**config.mk**
```make
export PLATFORM = sky130hd
export DESIGN_NAME = tdm_to_reg_flat
export DESIGN_NICKNAME = d
export VERILOG_FILES = /design/src/rtl/tdm_pkg.sv /design/src/rtl/tdm_to_reg_if.sv /design/src/rtl/tdm_rx_fsm.sv /design/src/rtl/tdm_to_reg.sv /design/src/flat_wrapper.sv
export SDC_FILE = /design/constraint.sdc
export NUM_CORES = 1
export LEC_CHECK = 0
export ABC_AREA = 1
export CAP_MARGIN = 15
export CORE_AREA = 2 2 87 89
export CTS_CLUSTER_DIAMETER = 200
export CTS_CLUSTER_SIZE = 25
export DETAILED_ROUTE_END_ITERATION = 10
export DIE_AREA = 0 0 89 91
export PLACE_DENSITY = 0.81
export SLEW_MARGIN = 20
export SYNTH_ARGS = -nofsm -noshare
export SYNTH_HDL_FRONTEND = slang
export SYNTH_SLANG_ARGS = --single-unit
```
**constraint.sdc**
```tcl
create_clock -name clk -period 2.1 [get_ports clk]
set_input_delay 0.315 -clock clk [delete_from_list [all_inputs] [get_ports clk]]
set_output_delay 0.315 -clock clk [all_outputs]
set_load 0.01 [all_outputs]
```
**src/rtl/tdm_pkg.sv**
```systemverilog
// ---------------------------------------------------------------------------
// tdm_pkg
// Shared types and constants for the two-slot TDM word receiver.
//   tdm_rx_state_t : receiver FSM states (WAIT_A, WAIT_B)
//   SLOT_A/SLOT_B  : tdm_sel encodings for the two slots
//   TDM_DATA_W     : default width of each BRx register
// ---------------------------------------------------------------------------
package tdm_pkg;

  typedef enum logic {WAIT_A, WAIT_B} tdm_rx_state_t;

  localparam logic SLOT_A     = 1'b0;
  localparam logic SLOT_B     = 1'b1;
  localparam int   TDM_DATA_W = 16;

endpackage : tdm_pkg

```
**src/rtl/tdm_to_reg_if.sv**
```systemverilog
// ---------------------------------------------------------------------------
// tdm_to_reg_if
// Word link from the TDM packer to the receiver.
//   tdm_in    : 2*DATA_W word (slot A = {BR1,BR2}, slot B = {pad,BR3})
//   tdm_sel   : slot of tdm_in, 0 = A, 1 = B
//   tdm_valid : tdm_in/tdm_sel carry a word this cycle
// Modports: master drives the link, slave receives it.
// ---------------------------------------------------------------------------
interface tdm_to_reg_if
  import tdm_pkg::*;
#(
  parameter int DATA_W = TDM_DATA_W
) ();

  logic [2*DATA_W-1:0] tdm_in;
  logic                tdm_sel;
  logic                tdm_valid;

  modport master (output tdm_in, output tdm_sel, output tdm_valid);
  modport slave  (input  tdm_in, input  tdm_sel, input  tdm_valid);

endinterface : tdm_to_reg_if

```
**src/rtl/tdm_rx_fsm.sv**
```systemverilog
// ---------------------------------------------------------------------------
// tdm_rx_fsm
// Slot-order tracker for the TDM receiver: state register plus decode.
// Ports:
//   clk, rst_n : clock, asynchronous active-low reset (state -> WAIT_A)
//   clr        : synchronous resync, forces WAIT_A and masks the word
//   valid, sel : word strobe and its slot
//   pad_ok     : slot B word is acceptable for commit
//   load_sh    : load shadow registers from the current slot A word
//   commit     : transfer shadows + BR3 into the output registers
//   err        : protocol error on the current word
// load_sh/commit/err are combinational decodes of the current word.
// ---------------------------------------------------------------------------
module tdm_rx_fsm
  import tdm_pkg::*;
(
  input  logic clk,
  input  logic rst_n,
  input  logic clr,
  input  logic valid,
  input  logic sel,
  input  logic pad_ok,
  output logic load_sh,
  output logic commit,
  output logic err
);

  tdm_rx_state_t state_q, state_d;

  always_ff @(posedge clk or negedge rst_n) begin
    if (!rst_n) state_q <= WAIT_A;
    else        state_q <= state_d;
  end

  always_comb begin
    state_d = state_q;
    load_sh = 1'b0;
    commit  = 1'b0;
    err     = 1'b0;
    // clr wins over a same-cycle word; that word vanishes silently.
    if (clr) begin
      state_d = WAIT_A;
    end else if (valid) begin
      case (state_q)
        WAIT_A: begin
          if (sel == SLOT_A) begin
            load_sh = 1'b1;
            state_d = WAIT_B;
          end else begin
            err = 1'b1;
          end
        end
        WAIT_B: begin
          if (sel == SLOT_A) begin
            // Repeated A: treat the newest A as the start of the frame.
            load_sh = 1'b1;
            err     = 1'b1;
          end else begin
            state_d = WAIT_A;
            if (pad_ok) commit = 1'b1;
            else        err    = 1'b1;
          end
        end
        default: state_d = WAIT_A;
      endcase
    end
  end

endmodule : tdm_rx_fsm

```
**src/rtl/tdm_to_reg.sv**
```systemverilog
// ---------------------------------------------------------------------------
// tdm_to_reg
// Receive end of the two-slot TDM word link. Rebuilds BR1/BR2/BR3 from a
// slot A word {BR1,BR2} followed by a slot B word {pad,BR3}; all three
// registers commit together on the edge that samples the B word.
// Ports:
//   clk, rst_n   : clock, asynchronous active-low reset (everything -> 0)
//   clr          : synchronous resync; drops partial frame, keeps outputs
//   link         : tdm_to_reg_if.slave (tdm_in, tdm_sel, tdm_valid)
//   br1_o..br3_o : last committed register values
//   frame_done   : 1-cycle pulse per committed frame
//   slot_err     : 1-cycle pulse per protocol error
//   frame_cnt    : committed frames, mod 2**FCNT_W
// Configuration macro: TDM_PAD_CHECK_EN -- when defined, a slot B word with
// nonzero upper half is rejected (slot_err, no commit, back to WAIT_A);
// when undefined the upper half of a B word is ignored.
// ---------------------------------------------------------------------------
module tdm_to_reg
  import tdm_pkg::*;
#(
  parameter int DATA_W = TDM_DATA_W,
  parameter int FCNT_W = 8
) (
  input  logic              clk,
  input  logic              rst_n,
  input  logic              clr,
  tdm_to_reg_if.slave       link,
  output logic [DATA_W-1:0] br1_o,
  output logic [DATA_W-1:0] br2_o,
  output logic [DATA_W-1:0] br3_o,
  output logic              frame_done,
  output logic              slot_err,
  output logic [FCNT_W-1:0] frame_cnt
);

  logic load_sh, commit, err, pad_ok;

`ifdef TDM_PAD_CHECK_EN
  assign pad_ok = (link.tdm_in[2*DATA_W-1:DATA_W] == '0);
`else
  assign pad_ok = 1'b1;
`endif

  tdm_rx_fsm u_fsm (
    .clk     (clk),
    .rst_n   (rst_n),
    .clr     (clr),
    .valid   (link.tdm_valid),
    .sel     (link.tdm_sel),
    .pad_ok  (pad_ok),
    .load_sh (load_sh),
    .commit  (commit),
    .err     (err)
  );

  logic [DATA_W-1:0] sh1_q, sh1_d, sh2_q, sh2_d;
  logic [DATA_W-1:0] br1_q, br1_d, br2_q, br2_d, br3_q, br3_d;
  logic              frame_done_q, frame_done_d;
  logic              slot_err_q, slot_err_d;
  logic [FCNT_W-1:0] frame_cnt_q, frame_cnt_d;

  always_comb begin
    sh1_d        = sh1_q;
    sh2_d        = sh2_q;
    br1_d        = br1_q;
    br2_d        = br2_q;
    br3_d        = br3_q;
    frame_cnt_d  = frame_cnt_q;
    frame_done_d = commit;
    slot_err_d   = err;

    if (clr) begin
      sh1_d = '0;
      sh2_d = '0;
    end else if (load_sh) begin
      sh1_d = link.tdm_in[2*DATA_W-1:DATA_W];
      sh2_d = link.tdm_in[DATA_W-1:0];
    end

    // Whole-frame update: the three outputs never change separately.
    if (commit) begin
      br1_d       = sh1_q;
      br2_d       = sh2_q;
      br3_d       = link.tdm_in[DATA_W-1:0];
      frame_cnt_d = frame_cnt_q + 1'b1;
    end
  end

  always_ff @(posedge clk or negedge rst_n) begin
    if (!rst_n) begin
      sh1_q        <= '0;
      sh2_q        <= '0;
      br1_q        <= '0;
      br2_q        <= '0;
      br3_q        <= '0;
      frame_done_q <= 1'b0;
      slot_err_q   <= 1'b0;
      frame_cnt_q  <= '0;
    end else begin
      sh1_q        <= sh1_d;
      sh2_q        <= sh2_d;
      br1_q        <= br1_d;
      br2_q        <= br2_d;
      br3_q        <= br3_d;
      frame_done_q <= frame_done_d;
      slot_err_q   <= slot_err_d;
      frame_cnt_q  <= frame_cnt_d;
    end
  end

  assign br1_o      = br1_q;
  assign br2_o      = br2_q;
  assign br3_o      = br3_q;
  assign frame_done = frame_done_q;
  assign slot_err   = slot_err_q;
  assign frame_cnt  = frame_cnt_q;

endmodule : tdm_to_reg

```
**src/flat_wrapper.sv**
```systemverilog
// flat-port wrapper written by rule: the top's interface ports become plain ports
module tdm_to_reg_flat import tdm_pkg::*;
#(
  parameter int DATA_W = TDM_DATA_W,
  parameter int FCNT_W = 8
)
  (clk, rst_n, clr, br1_o, br2_o, br3_o, frame_done, slot_err, frame_cnt, link_tdm_in, link_tdm_sel, link_tdm_valid);
  tdm_to_reg_if #(.DATA_W(DATA_W)) link_i ();
  input  logic clk;
  input  logic rst_n;
  input  logic clr;
  output logic [DATA_W-1:0] br1_o;
  output logic [DATA_W-1:0] br2_o;
  output logic [DATA_W-1:0] br3_o;
  output logic frame_done;
  output logic slot_err;
  output logic [FCNT_W-1:0] frame_cnt;
  input wire logic [$bits(link_i.tdm_in)-1:0] link_tdm_in;
  input wire logic [$bits(link_i.tdm_sel)-1:0] link_tdm_sel;
  input wire logic [$bits(link_i.tdm_valid)-1:0] link_tdm_valid;
  assign link_i.tdm_in = link_tdm_in;
  assign link_i.tdm_sel = link_tdm_sel;
  assign link_i.tdm_valid = link_tdm_valid;
  tdm_to_reg #(.DATA_W(DATA_W), .FCNT_W(FCNT_W)) u_core (.clk(clk), .rst_n(rst_n), .clr(clr), .link(link_i), .br1_o(br1_o), .br2_o(br2_o), .br3_o(br3_o), .frame_done(frame_done), .slot_err(slot_err), .frame_cnt(frame_cnt));
endmodule
```
# Word level (Yosys, flattened, before mapping)
# Cells that the tools add are included.
# totals
out_inout_bits,58
elab_cells,29
register_bits,91
# classes
n_reduce_logical,2
add_sub_neg,1
muxes,16
bitwise_logic,1
# op_table
operator,count
$mux 16,4
$mux 1,11
$add 8x1->8 const B,1
$reduce_bool 2->1,2
$pmux 1 s2,1
$not 1->1,1

# Logic depth before layout (Yosys ltp)
# logic_depth
word_depth,5
mapped_depth,8
mapped_depth_nobuf,7

# By module
# Synthesis repeated with hierarchy kept, for this count alone.
# hier_totals
hier_cells,336
area_unflattened_um2,3656.0
# modules_own_cells
module,instances,cells_each,area_per_inst_um2
tdm_to_reg,1,320,3565.9
tdm_rx_fsm,1,16,90.1

# Least setup slack after synthesis
# Ideal clock, no wire load.
# synth_timing
kind,reg2reg
from,reg u_core.u_fsm.state_q
to,reg u_core.frame_cnt_q[2] (netlist: u_core.frame_cnt[2])
path_stages_with_launch,7
t_required_ns,1.972
setup_slack_ns,0.962
synth_period_minus_slack_ns,1.138
t_arrival_ns,1.009
path_cell_list,dfrtp_1 -> ha_1 -> nand2_1 -> nor2_2 -> buf_4 -> nand2_1 -> xnor2_1
# synth_via
elab_chain_len,3
# synth_rtl
element,line_no,rtl
from (decl),tdm_rx_fsm.sv:28,"tdm_rx_state_t state_q, state_d;"
from (signal assigned),tdm_rx_fsm.sv:32,else state_q <= state_d;
$mux 1,tdm_rx_fsm.sv:44,case (state_q)
$mux 1,tdm_rx_fsm.sv:43,end else if (valid) begin
$mux 1,tdm_rx_fsm.sv:41,if (clr) begin
to (signal assigned),tdm_to_reg.sv:107,frame_cnt_q <= frame_cnt_d;
to (decl),tdm_to_reg.sv:60,"logic [FCNT_W-1:0] frame_cnt_q, frame_cnt_d;"
# Every way passes these cells.
# A chain may end at the register's enable or synchronous reset.

# Final worst setup path
# layout_timing
from,reg u_core.frame_cnt_q[3] (netlist: u_core.frame_cnt[3])
to,out frame_cnt[3]
# layout_rtl
element,line_no,rtl
to (decl),flat_wrapper.sv:17,output logic [FCNT_W-1:0] frame_cnt;
# No word-level cell between the ends.

==> out/summary.md <==
## Clock tree
* **clock insertion delay at the later pin of the skew report** 0.36 ns
* **clk sink count** 91
* **clk root buf** sky130_fd_sc_hd__clkbuf_8
* **number of clock buffers inserted by TritonCTS** 9
* **buffers inserted by post-CTS timing repair** 0
* **clk slew on worst S/H paths** 0.08 ns
* **CTS tree** yes
* **number of levels in the clock H-tree** 3
* **number of buffers on the longest clock path** 2

## Synth
* **most repeated cell in the gate-level netlist after synthesis** sky130_fd_sc_hd__nand2_1
* **sequential-to-total area share from yosys stat** 0.635
* **Post-Syn Nets** 414
* **ys async rst share** 1.00
* **main flop type after synthesis** sky130_fd_sc_hd__dfrtp_1
* **cell type contributing the most total cell area after synthesis** sky130_fd_sc_hd__dfrtp_1
* **Avg Inst Size Synth** 9.56 sq um
* **top-area cell type share of the netlist area** 0.635
* **Post-Syn Area** 0.00358 sq mm
* **Cell variety after synth** 20
* **Ys Warns** 0
* **top cells by area, synth** sky130_fd_sc_hd__dfrtp_1 64%, sky130_fd_sc_hd__nand2_1 10%, sky130_fd_sc_hd__o21ai_0 7.1%, sky130_fd_sc_hd__nand3_1 5.6%, sky130_fd_sc_hd__inv_1 4.4%
* **number of register bits inferred by synthesis** 91
* **number of enable-type register cells in the synthesized netlist** 0
* **Post-Synthesis Cells** 375
* **ranking of synthesized cells by instance count** 98 x sky130_fd_sc_hd__nand2_1, 91 x sky130_fd_sc_hd__dfrtp_1, 51 x sky130_fd_sc_hd__o21ai_0

## Routing
* **total wire length after detailed routing** 7990 um
* **via total after detailed routing** 2818
* **routed length per instance** 13.9 um
* **post-detailed-route via-to-cell ratio** 4.91
* **number of violations reported at the end of detailed-routing iteration 0** 80
* **drt drc** 0
* **Final ANT Viol Nets** 0
* **number of iterations in the first detailed-routing pass** 4

## STA
* **maximum clock rate** 586 MHz
* **accumulated negative setup slack** 0 ns
* **number of endpoints with negative hold slack in the final report** 0
* **portion of the clock cycle consumed by the worst path in the final layout** 0.813
* **max-slew violation count** 0
* **unrepaired setup endpoints after global routing** no
* **clock period minus worst slack** 1.71 ns
* **Slew Limit Headroom** 0.595
* **final clock skew** 0.00667 ns
* **minimum setup slack in the final design** 0.393 ns
* **final count of negative-setup-slack endpoints** 0
* **slew of the pin with the lowest slew margin** 0.608 ns

## Global routing
* **maximum number of pins on one net before global-route repair** 48
* **global route total overflow** 0
* **first-pass GRT wire length** 12900 um
* **total global routing track utilization** 0.208
* **antenna violations before repair** 0
* **number of global-route vias before repair** 2780

## Cells and area
* **fraction of final layout cells sized beyond drive strength 1** 0.0737
* **Antenna Diode Count** 0
* **growth of design area from synthesis to finish** 35.9%
* **FILL cells** 573
* **Non-Filler Instances** 574
* **total area of multi-input combinational cells** 0.00101 sq mm
* **sequential cell area in the final layout** 0.00228 sq mm
* **total number of nets in the final design** 511

## Power
* **power density over the cells** 824 mW/mm^2
* **leakage power of the design** 2.22 nW
* **IR Drop Worst-Case VDD** 0.000461 V

## Placement
* **Buffers on Ports** 94
* **gpl congestion** 0.756
* **number of cells after detailed placement** 559
* **dpl hpwl** 5470 um
* **worst slack, placed** 0.141 ns

## Floorplanning
* **full die area** 0.00810 sq mm
* **starting density of the core** 0.502
* **die width** 89 um
* **floorplan row count** 31
* **core region area** 0.00714 sq mm
* **I/O pin cnt** 95
* **Chip Height** 91 um

## Critical path
* **category of the worst setup path launch point** register
* **arrival time worst endpoint** 1.39 ns
* **stage delay of the slowest cell on the critical path** 0.58 ns
* **ordered cell list for the critical path** clkdlybuf4s50_1
* **category of the critical setup timing path** register to output port
* **family of cells with the greatest summed delay on the critical path** buffers and inverters
* **cell at the slowest stage of the critical path** sky130_fd_sc_hd__clkdlybuf4s50_1
* **buffer and inverter count on the worst path** 1
* **highest net fanout along the worst path** 6
* **CP Data Required Time** 1.78 ns
* **crit path capture type** output port

## Min path
* **Min-Delay Path Class** register to register

## Status
* **run status** complete, no violations

## Flow run
* **number of max-cap violations** 0

-- cell type report --
class                           instances  share of cell area
Clock buffer                            9              0.0254
Clock inverter                          5              0.0164
Timing Repair Buffer                  106               0.222
Sequential cell                        91               0.468
Multi-Input combinational cell        219               0.208
Inverter                               45              0.0347
Tap cell                               99              0.0254
-- final timing paths --
| check | depth (start not counted) | startpoint | slack, ns | endpoint |
|---|---|---|---|---|
| worst max-delay path | 1 | u_core.frame_cnt[3] | 0.39 | frame_cnt[3] |
| worst min-delay path | 2 | u_core.br3_o[8] | 0.49 | u_core.br3_o[8] |
| worst max register to register | 5 | u_core.u_fsm.state_q | 0.63 | u_core.br2_o[9] |
| worst min register to register | 2 | u_core.br3_o[8] | 0.49 | u_core.br3_o[8] |
| max in group asynchronous | 3 | rst_n | 0.98 | u_core.br2_o[10] |
| min in group asynchronous | 2 | rst_n | 0.51 | u_core.slot_err |
-- metrics by stage --
step	total power, mW	hold slack, ns	instance area (sq um)	util
after floorplan	2.32	0.0194	3580	-
after global placement	2.79	0.357	4660	0.652
after detailed placement	2.81	0.361	4660	0.652
after CTS	4.05	0.491	4870	0.682
after global routing	4.19	0.507	4870	0.682
final	4.01	0.485	4870	0.682
-- cell usage in the layout (no fill, tap or decap) --
master,netlist,layout
sky130_fd_sc_hd__nand3_2,1,1
sky130_fd_sc_hd__nor2_2,3,3
sky130_fd_sc_hd__a21oi_1,1,1
sky130_fd_sc_hd__clkinvlp_4,0,2
sky130_fd_sc_hd__ha_1,2,2
sky130_fd_sc_hd__dlygate4sd3_1,0,1
sky130_fd_sc_hd__xor2_1,3,3
sky130_fd_sc_hd__nand2_2,1,1
sky130_fd_sc_hd__buf_12,0,4
sky130_fd_sc_hd__xnor2_1,1,1
sky130_fd_sc_hd__nand3_1,40,40
sky130_fd_sc_hd__inv_2,3,3
sky130_fd_sc_hd__o21ai_1,13,13
sky130_fd_sc_hd__nor2_1,4,4
sky130_fd_sc_hd__clkbuf_8,0,9
sky130_fd_sc_hd__inv_1,42,42
sky130_fd_sc_hd__o21ai_0,51,51
sky130_fd_sc_hd__nor2_4,1,1
sky130_fd_sc_hd__clkinv_2,0,1
sky130_fd_sc_hd__buf_4,6,8
sky130_fd_sc_hd__dfrtp_1,91,91
sky130_fd_sc_hd__clkdlybuf4s50_1,0,93
sky130_fd_sc_hd__nand2_1,98,98
sky130_fd_sc_hd__bufinv_16,0,2
-- routing by layer --
metal	track usage	vias up	routed length (um)
met5	0	-	0
met4	0.0821	0	92
met3	0.0382	10	424
met2	0.341	77	4030
met1	0.272	1359	3450
li1	-	1372	-
-- flip-flops by register name (all words and copies together) (netlist names) --
signal	flops
u_core.slot_err	1
u_core.br1_o	16
u_core.br2_o	16
u_core.frame_cnt	8
u_core.sh1_q	16
u_core.u_fsm.state_q	1
u_core.br3_o	16
u_core.frame_done	1
u_core.sh2_q	16
-- timing repair --
action / in CTS / in global routing
gates resized for setup: 0 / 0
hold endpoints to repair: 45 / 0
hold buffers: 1 / 0
-- logic make-up after synthesis --
logic type,after synthesis,share of synthesized area
simple gates,148,0.176
flops,91,0.635
compound gates,65,0.0908
buf+inv,65,0.0814
xor+xnor,4,0.00978
fa+ha+maj,2,0.00698
-- where the power goes --
| part | switching [mW] | internal [mW] | total (mW) |
|---|---|---|---|
| combinational | 0.336 | 0.402 | 0.737 |
| clock | 0.581 | 0.655 | 1.24 |
| sequential | 0.116 | 1.92 | 2.04 |
Note: power is estimated with default switching activity, not from simulation.
